===== config.mk =====
export PLATFORM = sky130hd
export DESIGN_NAME = sensor_frame_rx
export DESIGN_NICKNAME = d
export VERILOG_FILES = /design/src/rtl/sensor_frame_rx_pkg.sv /design/src/rtl/sensor_frame_rx_timeout.sv /design/src/rtl/sensor_frame_rx.sv
export SDC_FILE = /design/constraint.sdc
export NUM_CORES = 1
export LEC_CHECK = 0
export ABC_AREA = 1
export CAP_MARGIN = 0
export CORE_UTILIZATION = 50
export CTS_BUF_LIST = sky130_fd_sc_hd__clkbuf_8
export DETAILED_ROUTE_END_ITERATION = 16
export GPL_TIMING_DRIVEN = 0
export PLACE_DENSITY = 0.73
export SLEW_MARGIN = 20
export SYNTH_ARGS = -nofsm -noshare
export SYNTH_HDL_FRONTEND = slang
export SYNTH_HIERARCHICAL = 1
export SYNTH_SLANG_ARGS = --single-unit

===== constraint.sdc =====
create_clock -name clk -period 2.46 [get_ports clk]
set_input_delay 0.615 -clock clk [delete_from_list [all_inputs] [get_ports clk]]
set_output_delay 0.615 -clock clk [all_outputs]
set_load 0.01 [all_outputs]

===== src/rtl/sensor_frame_rx_pkg.sv =====
// Shared types and constants for the sensor frame receiver.
package sensor_frame_rx_pkg;

  // Frame parser states, in byte order of the frame.
  typedef enum logic [2:0] {
    HUNT = 3'd0,
    RAIN = 3'd1,
    SEIS = 3'd2,
    WIND = 3'd3,
    SEA  = 3'd4,
    CSUM = 3'd5
  } state_t;

  // Error causes reported alongside the err pulse.
  localparam logic [1:0] ERR_NONE    = 2'b00;
  localparam logic [1:0] ERR_RANGE   = 2'b01;
  localparam logic [1:0] ERR_CSUM    = 2'b10;
  localparam logic [1:0] ERR_TIMEOUT = 2'b11;

  // Decoded field widths; these feed the disaster classifier unchanged.
  localparam int RAIN_W = 7;
  localparam int SEIS_W = 5;
  localparam int WIND_W = 7;
  localparam int SEA_W  = 7;

  localparam logic [7:0] HEADER_DEFAULT = 8'hA5;

endpackage


===== src/rtl/sensor_frame_rx_timeout.sv =====
// Inter-byte idle timer. Counts enabled cycles since the last clear and
// pulses expired on the enabled cycle that brings the count to TIMEOUT_CYCLES.
module frame_timeout #(
  parameter int unsigned TIMEOUT_CYCLES = 1000
) (
  input  logic clk,
  input  logic rst,
  input  logic clear,
  input  logic enable,
  output logic expired
);

  localparam int unsigned CNT_W = $clog2(TIMEOUT_CYCLES + 1);
  localparam logic [CNT_W-1:0] LAST = CNT_W'(TIMEOUT_CYCLES - 1);

  logic [CNT_W-1:0] count;

  // Firing on the last enabled cycle lets the FSM leave on that same edge;
  // a byte in that cycle drops enable, so the byte wins.
  assign expired = enable && (count == LAST);

  // Idle count register; clear has priority over counting.
  always_ff @(posedge clk) begin
    if (rst) begin
      count <= '0;
    end else if (clear) begin
      count <= '0;
    end else if (enable) begin
      count <= count + 1'b1;
    end
  end

endmodule


===== src/rtl/sensor_frame_rx.sv =====
// Sensor frame receiver: HEADER, rain, seismic, wind, sea, csum (XOR of
// payload). Validates range and checksum and publishes the fields.
//
//   state | meaning
//   HUNT  | waiting for HEADER, other bytes dropped silently
//   RAIN  | expecting rain byte
//   SEIS  | expecting seismic byte
//   WIND  | expecting wind byte
//   SEA   | expecting sea-level byte
//   CSUM  | expecting checksum byte
module sensor_frame_rx
  import sensor_frame_rx_pkg::*;
#(
  parameter logic [7:0]  HEADER         = HEADER_DEFAULT,
  parameter int unsigned TIMEOUT_CYCLES = 1000
) (
  input  logic              clk,
  input  logic              rst,
  input  logic              in_valid,
  input  logic [7:0]        in_data,
  output logic [RAIN_W-1:0] rain,
  output logic [SEIS_W-1:0] seismic,
  output logic [WIND_W-1:0] wind,
  output logic [SEA_W-1:0]  sea,
  output logic              out_valid,
  output logic              err,
  output logic [1:0]        err_code,
  output logic              have_data
);

  state_t state_q, state_d;
  logic [7:0] xor_q, xor_d;

  logic [RAIN_W-1:0] stage_rain;
  logic [SEIS_W-1:0] stage_seis;
  logic [WIND_W-1:0] stage_wind;
  logic [SEA_W-1:0]  stage_sea;

  logic ld_rain, ld_seis, ld_wind, ld_sea;
  logic csum_ok, fail;
  logic [1:0] fail_code;
  logic expired;

  frame_timeout #(
    .TIMEOUT_CYCLES(TIMEOUT_CYCLES)
  ) u_timeout (
    .clk    (clk),
    .rst    (rst),
    .clear  (in_valid || (state_q == HUNT)),
    .enable (!in_valid && (state_q != HUNT)),
    .expired(expired)
  );

  // Next-state, checksum accumulation and per-byte decisions.
  always_comb begin
    state_d   = state_q;
    xor_d     = xor_q;
    ld_rain   = 1'b0;
    ld_seis   = 1'b0;
    ld_wind   = 1'b0;
    ld_sea    = 1'b0;
    csum_ok   = 1'b0;
    fail      = 1'b0;
    fail_code = ERR_NONE;
    case (state_q)
      HUNT: begin
        if (in_valid && (in_data == HEADER)) begin
          state_d = RAIN;
          xor_d   = '0;
        end
      end
      RAIN: begin
        if (in_valid) begin
          if (in_data[7]) begin
            fail = 1'b1; fail_code = ERR_RANGE; state_d = HUNT;
          end else begin
            ld_rain = 1'b1; xor_d = xor_q ^ in_data; state_d = SEIS;
          end
        end
      end
      SEIS: begin
        if (in_valid) begin
          if (in_data[7:5] != 3'b000) begin
            fail = 1'b1; fail_code = ERR_RANGE; state_d = HUNT;
          end else begin
            ld_seis = 1'b1; xor_d = xor_q ^ in_data; state_d = WIND;
          end
        end
      end
      WIND: begin
        if (in_valid) begin
          if (in_data[7]) begin
            fail = 1'b1; fail_code = ERR_RANGE; state_d = HUNT;
          end else begin
            ld_wind = 1'b1; xor_d = xor_q ^ in_data; state_d = SEA;
          end
        end
      end
      SEA: begin
        if (in_valid) begin
          if (in_data[7]) begin
            fail = 1'b1; fail_code = ERR_RANGE; state_d = HUNT;
          end else begin
            ld_sea = 1'b1; xor_d = xor_q ^ in_data; state_d = CSUM;
          end
        end
      end
      CSUM: begin
        if (in_valid) begin
          state_d = HUNT;
          if (in_data == xor_q) begin
            csum_ok = 1'b1;
          end else begin
            fail = 1'b1; fail_code = ERR_CSUM;
          end
        end
      end
      default: state_d = HUNT;
    endcase
    // expired implies no byte this cycle, so it never collides with the above.
    if (expired) begin
      state_d   = HUNT;
      fail      = 1'b1;
      fail_code = ERR_TIMEOUT;
    end
  end

  // State, checksum, staging and registered outputs.
  always_ff @(posedge clk) begin
    if (rst) begin
      state_q    <= HUNT;
      xor_q      <= '0;
      stage_rain <= '0;
      stage_seis <= '0;
      stage_wind <= '0;
      stage_sea  <= '0;
      rain       <= '0;
      seismic    <= '0;
      wind       <= '0;
      sea        <= '0;
      out_valid  <= 1'b0;
      err        <= 1'b0;
      err_code   <= ERR_NONE;
      have_data  <= 1'b0;
    end else begin
      state_q <= state_d;
      xor_q   <= xor_d;
      if (ld_rain) stage_rain <= in_data[RAIN_W-1:0];
      if (ld_seis) stage_seis <= in_data[SEIS_W-1:0];
      if (ld_wind) stage_wind <= in_data[WIND_W-1:0];
      if (ld_sea)  stage_sea  <= in_data[SEA_W-1:0];
      if (csum_ok) begin
        rain      <= stage_rain;
        seismic   <= stage_seis;
        wind      <= stage_wind;
        sea       <= stage_sea;
        have_data <= 1'b1;
      end
      out_valid <= csum_ok;
      err       <= fail;
      err_code  <= fail ? fail_code : ERR_NONE;
    end
  end

endmodule


# ---- Word-level counts from Yosys, hierarchy flattened
# Index checks and enable logic that the tools add are counted.
dict set report word_totals {
  output_inout_bits 31
  input_bits 11
  ff_bits 78
}
dict set report classes {
  n_addsub 1
  bitwise_logic 2
  eq_ne 17
  mux 44
  n_reduce_logical 15
}
# cell n
set ops {}
lappend ops {{2-to-1 mux 8 bit} 5}
lappend ops {{2-to-1 mux 3 bit} 8}
lappend ops {{one-hot mux 8 bit (3 select lines)} 1}
lappend ops {{2-to-1 mux 1 bit} 22}
lappend ops {{one-hot mux 3 bit (6 select lines)} 1}
lappend ops {{!= test 2 bit, second input constant} 7}
lappend ops {{AND reduction 6 bit} 2}
lappend ops {{adder 10 x 1 -> 10 bit, second input constant} 1}
lappend ops {{equality test 10 bit, second input constant} 1}
lappend ops {{2-to-1 mux 2 bit} 5}
lappend ops {{nonzero test 3 bit} 3}
lappend ops {{equality test 8 bit} 1}
lappend ops {{equality test 8 bit, second input constant} 1}
lappend ops {{XOR 8 bit} 1}
lappend ops {{equality test 3 x 2 -> 1 bit, second input constant} 2}
lappend ops {{equality test 3 bit, second input constant} 2}
lappend ops {{one-hot mux 2 bit (3 select lines)} 1}
lappend ops {{OR reduction 2 bit} 3}
lappend ops {{!= test 2 x 1 -> 1 bit, second input constant} 2}
lappend ops {{equality test 3 x 1 -> 1 bit, second input constant} 1}
lappend ops {{logical AND 1 bit} 3}
lappend ops {{logical NOT 3 bit} 1}
lappend ops {{one-hot mux 1 bit (3 select lines)} 1}
lappend ops {{OR reduction 3 bit} 1}
lappend ops {{3 further kinds} 3}

# ---- Logic depth before layout (Yosys ltp)
dict set report depth {
  ltp_word 7
  ltp_mapped 11
  mapped_depth_nobuf 11
}

# ---- Cells and area by module
# The synthesis kept the hierarchy.
# module instances area_per_inst_um2 cells_each seq_area_each_um2
set modules_own_cells {}
lappend modules_own_cells {sensor_frame_rx 1 2915.3 424 1361.3}
lappend modules_own_cells {frame_timeout 1 495.5 72 200.2}

# ---- Least setup slack after synthesis
# No wires, ideal clock.
dict set report synth_timing {
  kind {register to register}
  startpoint {reg state_q[0]}
  endpoint {reg err_code[0]}
  t_arrival_ns 1.733
  setup_time_ns 0.056
  stages_incl_launch_ff 10
  setup_slack_ns 0.671
  period_less_slack_ns 1.789
  n_path_buf 0
  required_ns 2.404
  path_cell_list {dfxtp_1 -> inv_1 -> nand2_2 -> nor2_1 -> nor2_1 -> nand3_1 -> nor3_1 -> a21oi_1 -> or2_2 -> inv_1}
}
dict set report synth_between {
  elab_chain_len 6
  elab_cells_between_ends 15
  classes_between {5 x eq/ne; 4 x mux; 1 x bitwise; 5 x reduce/logical}
}
# element line
set synth_lines {}
lappend synth_lines {{start, declared} sensor_frame_rx.sv:31} ;# state_t state_q, state_d;
lappend synth_lines {{start signal, assigned} sensor_frame_rx.sv:146} ;# state_q <= state_d;
lappend synth_lines {{nonzero test 3 bit (*)} sensor_frame_rx.sv:50} ;# .enable (!in_valid && (state_q != HUNT)),
lappend synth_lines {{logical AND 1 bit (*)} sensor_frame_rx.sv:50}
lappend synth_lines {{logical AND 1 bit (*)} sensor_frame_rx_timeout.sv:20} ;# assign expired = enable && (count == LAST);
lappend synth_lines {{via expired} sensor_frame_rx.sv:42} ;# logic expired;
lappend synth_lines {{2-to-1 mux 1 bit} sensor_frame_rx.sv:121} ;# if (expired) begin
lappend synth_lines {{NOT 1 bit (no line)} --}
lappend synth_lines {{OR reduction 2 bit (no line)} --}
lappend synth_lines {{end signal, assigned} sensor_frame_rx.sv:161} ;# err_code <= fail ? fail_code : ERR_NONE;
lappend synth_lines {{end, declared} sensor_frame_rx.sv:27} ;# output logic [1:0] err_code,
# The timed path passes the listed nets; every way through them passes the cells marked *.
# A chain may end at the register's enable or synchronous reset.

# ---- Worst setup path in the final report
dict set report layout_timing {
  startpoint {in in_valid}
  endpoint {reg err_code[0]}
}
dict set report layout_between {
  elab_chain_len 6
  elab_cells_between_ends 15
  classes_between {10 x mux; 1 x bitwise; 4 x reduce/logical}
}
# element line
set layout_lines {}
lappend layout_lines {{start, declared} sensor_frame_rx.sv:19} ;# input logic in_valid,
lappend layout_lines {{logical NOT 1 bit (*)} sensor_frame_rx.sv:50}
lappend layout_lines {{logical AND 1 bit (*)} sensor_frame_rx.sv:50}
lappend layout_lines {{logical AND 1 bit (*)} sensor_frame_rx_timeout.sv:20}
lappend layout_lines {{via expired} sensor_frame_rx.sv:42}
lappend layout_lines {{2-to-1 mux 1 bit} sensor_frame_rx.sv:121}
lappend layout_lines {{NOT 1 bit (no line)} --}
lappend layout_lines {{OR reduction 2 bit (no line)} --}
# Marks and branches as above.

==> summary.txt <==
Run status
  • Outcome: complete, no violations

Timing
  • Max_slew headroom: 0.659
  • Fin Hold WS: 0.485 ns
  • Setup TNS: 0 ns
  • Fmax: 437 MHz
  • RSZ-0062 raised after global routing: false
  • Tmin final: 2.29 ns
  • Endpoints failing setup: 0
  • Clock skew: 0.00464 ns
  • Final Slew Violations: 0
  • Fin crit share: 0.930
  • Final Hold Vio Count: 0
  • Tightest Pin Transition: 0.510 ns

Power
  • Worst vdd ir: 329 µV
  • Pleak: 1.97 nW
  • Internal power: 1.83 mW
  • Power share of the combinational group: 0.098
  • NetSw: 0.618 mW
  • Clock power frac: 0.368
  • Sequential share of power: 0.534
  • Power density over cell area: 597 nW/µm²
  • Switching Share: 0.253
  • Tot Pwr: 2.45 mW

Placed design
  • DP HPWL: 5120 µm
  • Gpl congestion: 0.885
  • Port bufs: 41
  • Post-DP Area: 3920 µm²

Layout
  • Layout area overhead: 20.1%
  • Reg area: 1560 µm²
  • Nets@finish: 560
  • Design area: 4100 µm²
  • Multi-input gate area: 1510 µm²
  • N_diodes: 0
  • Fillcell total: 613
  • Share of cells above drive strength 1: 0.0779

Clocking
  • TritonCTS clock tree: yes
  • Number of buffers created by CTS: 9
  • H-Tree Depth: 3
  • Reg clk slew, reported paths: 0.08 ns
  • Clk_lat worst skew: 0.34 ns
  • Clock Tree Buf Depth: 2
  • CTS sink cnt: 78
  • Setup Buffers After CTS: 0
  • Post-CTS Hold Fix Bufs: 0
  • Resized Gates After CTS: 0
  • Root Buffer Master: clkbuf_8

Drt
  • DRT Pass-1 Iters: 10
  • Vias per std cell: 4.82
  • Via count: 3,029
  • Routed Antenna Nets: 0
  • WL final: 7200 µm
  • Wire per inst: 11.4 µm
  • Drt initial violations: 166
  • DRC Markers: 0

Synth
  • Sequential share of the synthesized area: 0.458
  • Syn_nets: 508
  • Cells after synthesis: 496
  • Syn_area_per_cell: 6.88 µm²
  • FF+latch count, synth: 78
  • Netlist cell types: 26
  • Cell Area, Synth: 3410 µm²
  • Yosys warning count: 6

Worst setup path
  • Reg2reg setup slack: 0.25 ns
  • Crit path buf inv count: 2
  • Cell family with most CP delay: simple AND/OR/NAND/NOR gates
  • Critical R2R Capture: err_code[0]
  • Reg2reg start: state_q[2]
  • Max FO, Critical Path: 7
  • CP startpoint kind: input pin
  • Worst Reg-to-Reg Cells: 9
  • Worst Path Required: 2.75 ns
  • Critical path cell sequence: clkdlybuf4s50_1, nor2_1, nand3_1, nor3_1, a21oi_1, or2_2, inv_1
  • CP peak stage delay: 0.50 ns
  • Slowest cell on the critical path: clkdlybuf4s50_1
  • CP Capture Type: register
  • Kind of critical path: in -> reg
  • CP Data Arrival Time: 2.57 ns

Global routing
  • Largest net degree at the start of global routing: 13
  • Remaining Overflow, GRT: 0
  • Global-route usage over all layers: 0.215
  • Met3 GRT Util: 0.0364
  • Busiest grt layer: met2
  • Global-route wire length before repair: 12,000 µm
  • Vias in the first global route: 2,641
  • Global-route track usage on met2: 0.358
  • Initial antenna violation count: 0
  • M1 GR Usage: 0.276

Floorplanning
  • Row cnt: 29
  • Die area: 7160 µm²
  • Chip height: 84.6 µm
  • Die W: 84.6 µm
  • Ports: 42
  • Initial core utilization: 0.528
  • Core box area: 6460 µm²

Min path
  • Hold Path End: seismic[4]
  • Min-delay src: stage_seis[4]
  • Hold path depth: 2
  • Hold Path Class: reg -> reg

Run
  • Maxcap violations: 0
Yosys cell counts:
library cell,instances,share of area
nand4_1,2,0.0037
or2_2,2,0.0037
nor2_1,119,0.13
nand2_1,112,0.12
a21oi_4,1,0.0048
nand3_4,1,0.0051
buf_2,5,0.0073
clkbuf_1,5,0.0055
nor2_4,1,0.0033
inv_2,2,0.0022
a21oi_1,29,0.043
o21ai_0,33,0.048
xnor2_1,7,0.018
buf_6,5,0.017
dfxtp_1,78,0.46
nand2_2,5,0.0092
o22ai_1,1,0.0018
o211ai_1,3,0.0066
nor3_1,2,0.0029
nand3_1,11,0.016
nor2_2,6,0.011
nand3_2,1,0.0029
clkinv_1,1,0.0011
inv_1,62,0.068
nand2_4,1,0.0033
ha_1,1,0.0037
cell families after synthesis:
group / count (synthesis) / share of synthesized area
DFF: 78 / 0.458
xor gates and xnor gates: 7 / 0.0180
AOI/OAI and AO/OA: 67 / 0.104
and+or+nand+nor: 263 / 0.315
adders and majority gates: 1 / 0.00367
buffers and inverters: 80 / 0.101
cell type report:
class                   count  share of cell area
clock inverters             6              0.0137
multi-input cells         338               0.367
well taps                  77              0.0235
clock buffers               9              0.0302
inverters                  65              0.0595
flip-flops and latches     78               0.381
plain buffers              15              0.0244
repair buffers             41               0.100
how the worst max path moves through the flow:
stage,startpoint,end,slack [ns],cells after the start
2_1_floorplan,state_q[0],err_code[0],0.67,9
4_1_cts,in_valid,err_code[0],0.18,7
3_3_place_gp,in_valid,err_code[0],-0.14,7
6_report,in_valid,err_code[0],0.17,7
3_5_place_dp,in_valid,err_code[0],-0.13,7
5_1_grt,in_valid,err_code[0],0.01,7
flip-flops by register name (all words and copies together), names as in the netlist:
register / cells
err: 1
err_code: 2
have_data: 1
out_valid: 1
rain: 7
sea: 7
seismic: 5
stage_rain: 7
stage_sea: 7
stage_seis: 5
stage_wind: 7
state_q: 3
u_timeout/count: 10
wind: 7
xor_q: 8
per-layer routing:
| metal | part of all wire | wire [µm] |
|---|---|---|
| met1 | 0.48 | 3470 |
| met2 | 0.47 | 3410 |
| met3 | 0.030 | 215 |
| met4 | 0.014 | 101 |
| met5 | 0 | 0 |
tightest hold or removal path: stages (launching register included):
cell     delay (ns)
dfxtp_1        0.33
nor2_1         0.05
nor2_1         0.08
power by group through the flow:
stage          sequential [mW]  clock (mW)  combinational (mW)
6_report                  1.31       0.901               0.239
5_1_grt                   1.31       0.982               0.270
4_1_cts                   1.31       0.916               0.239
3_5_place_dp              1.33           0               0.237
3_3_place_gp              1.33           0               0.234
2_1_floorplan             1.33           0               0.172
metrics by stage:
| stage | std cells | setup WS [ns] | utilization |
|---|---|---|---|
| floorplan | 496 | 0.671 | - |
| global placement | 614 | -0.140 | 0.607 |
| detailed placement | 614 | -0.128 | 0.607 |
| CTS | 629 | 0.178 | 0.634 |
| global route | 629 | 0.0113 | 0.634 |
| finish | 629 | 0.172 | 0.634 |
cells in the final DEF (no fill, tap or decap), drive strengths merged, types with 10 or more instances in the layout:
master           n
dfxtp           78
nor2           126
clkdlybuf4s50   41
nand3           13
a21oi           30
buf             10
inv             66
o21ai           33
clkbuf          14
nand2          118
(Power assumes the default switching activity.)
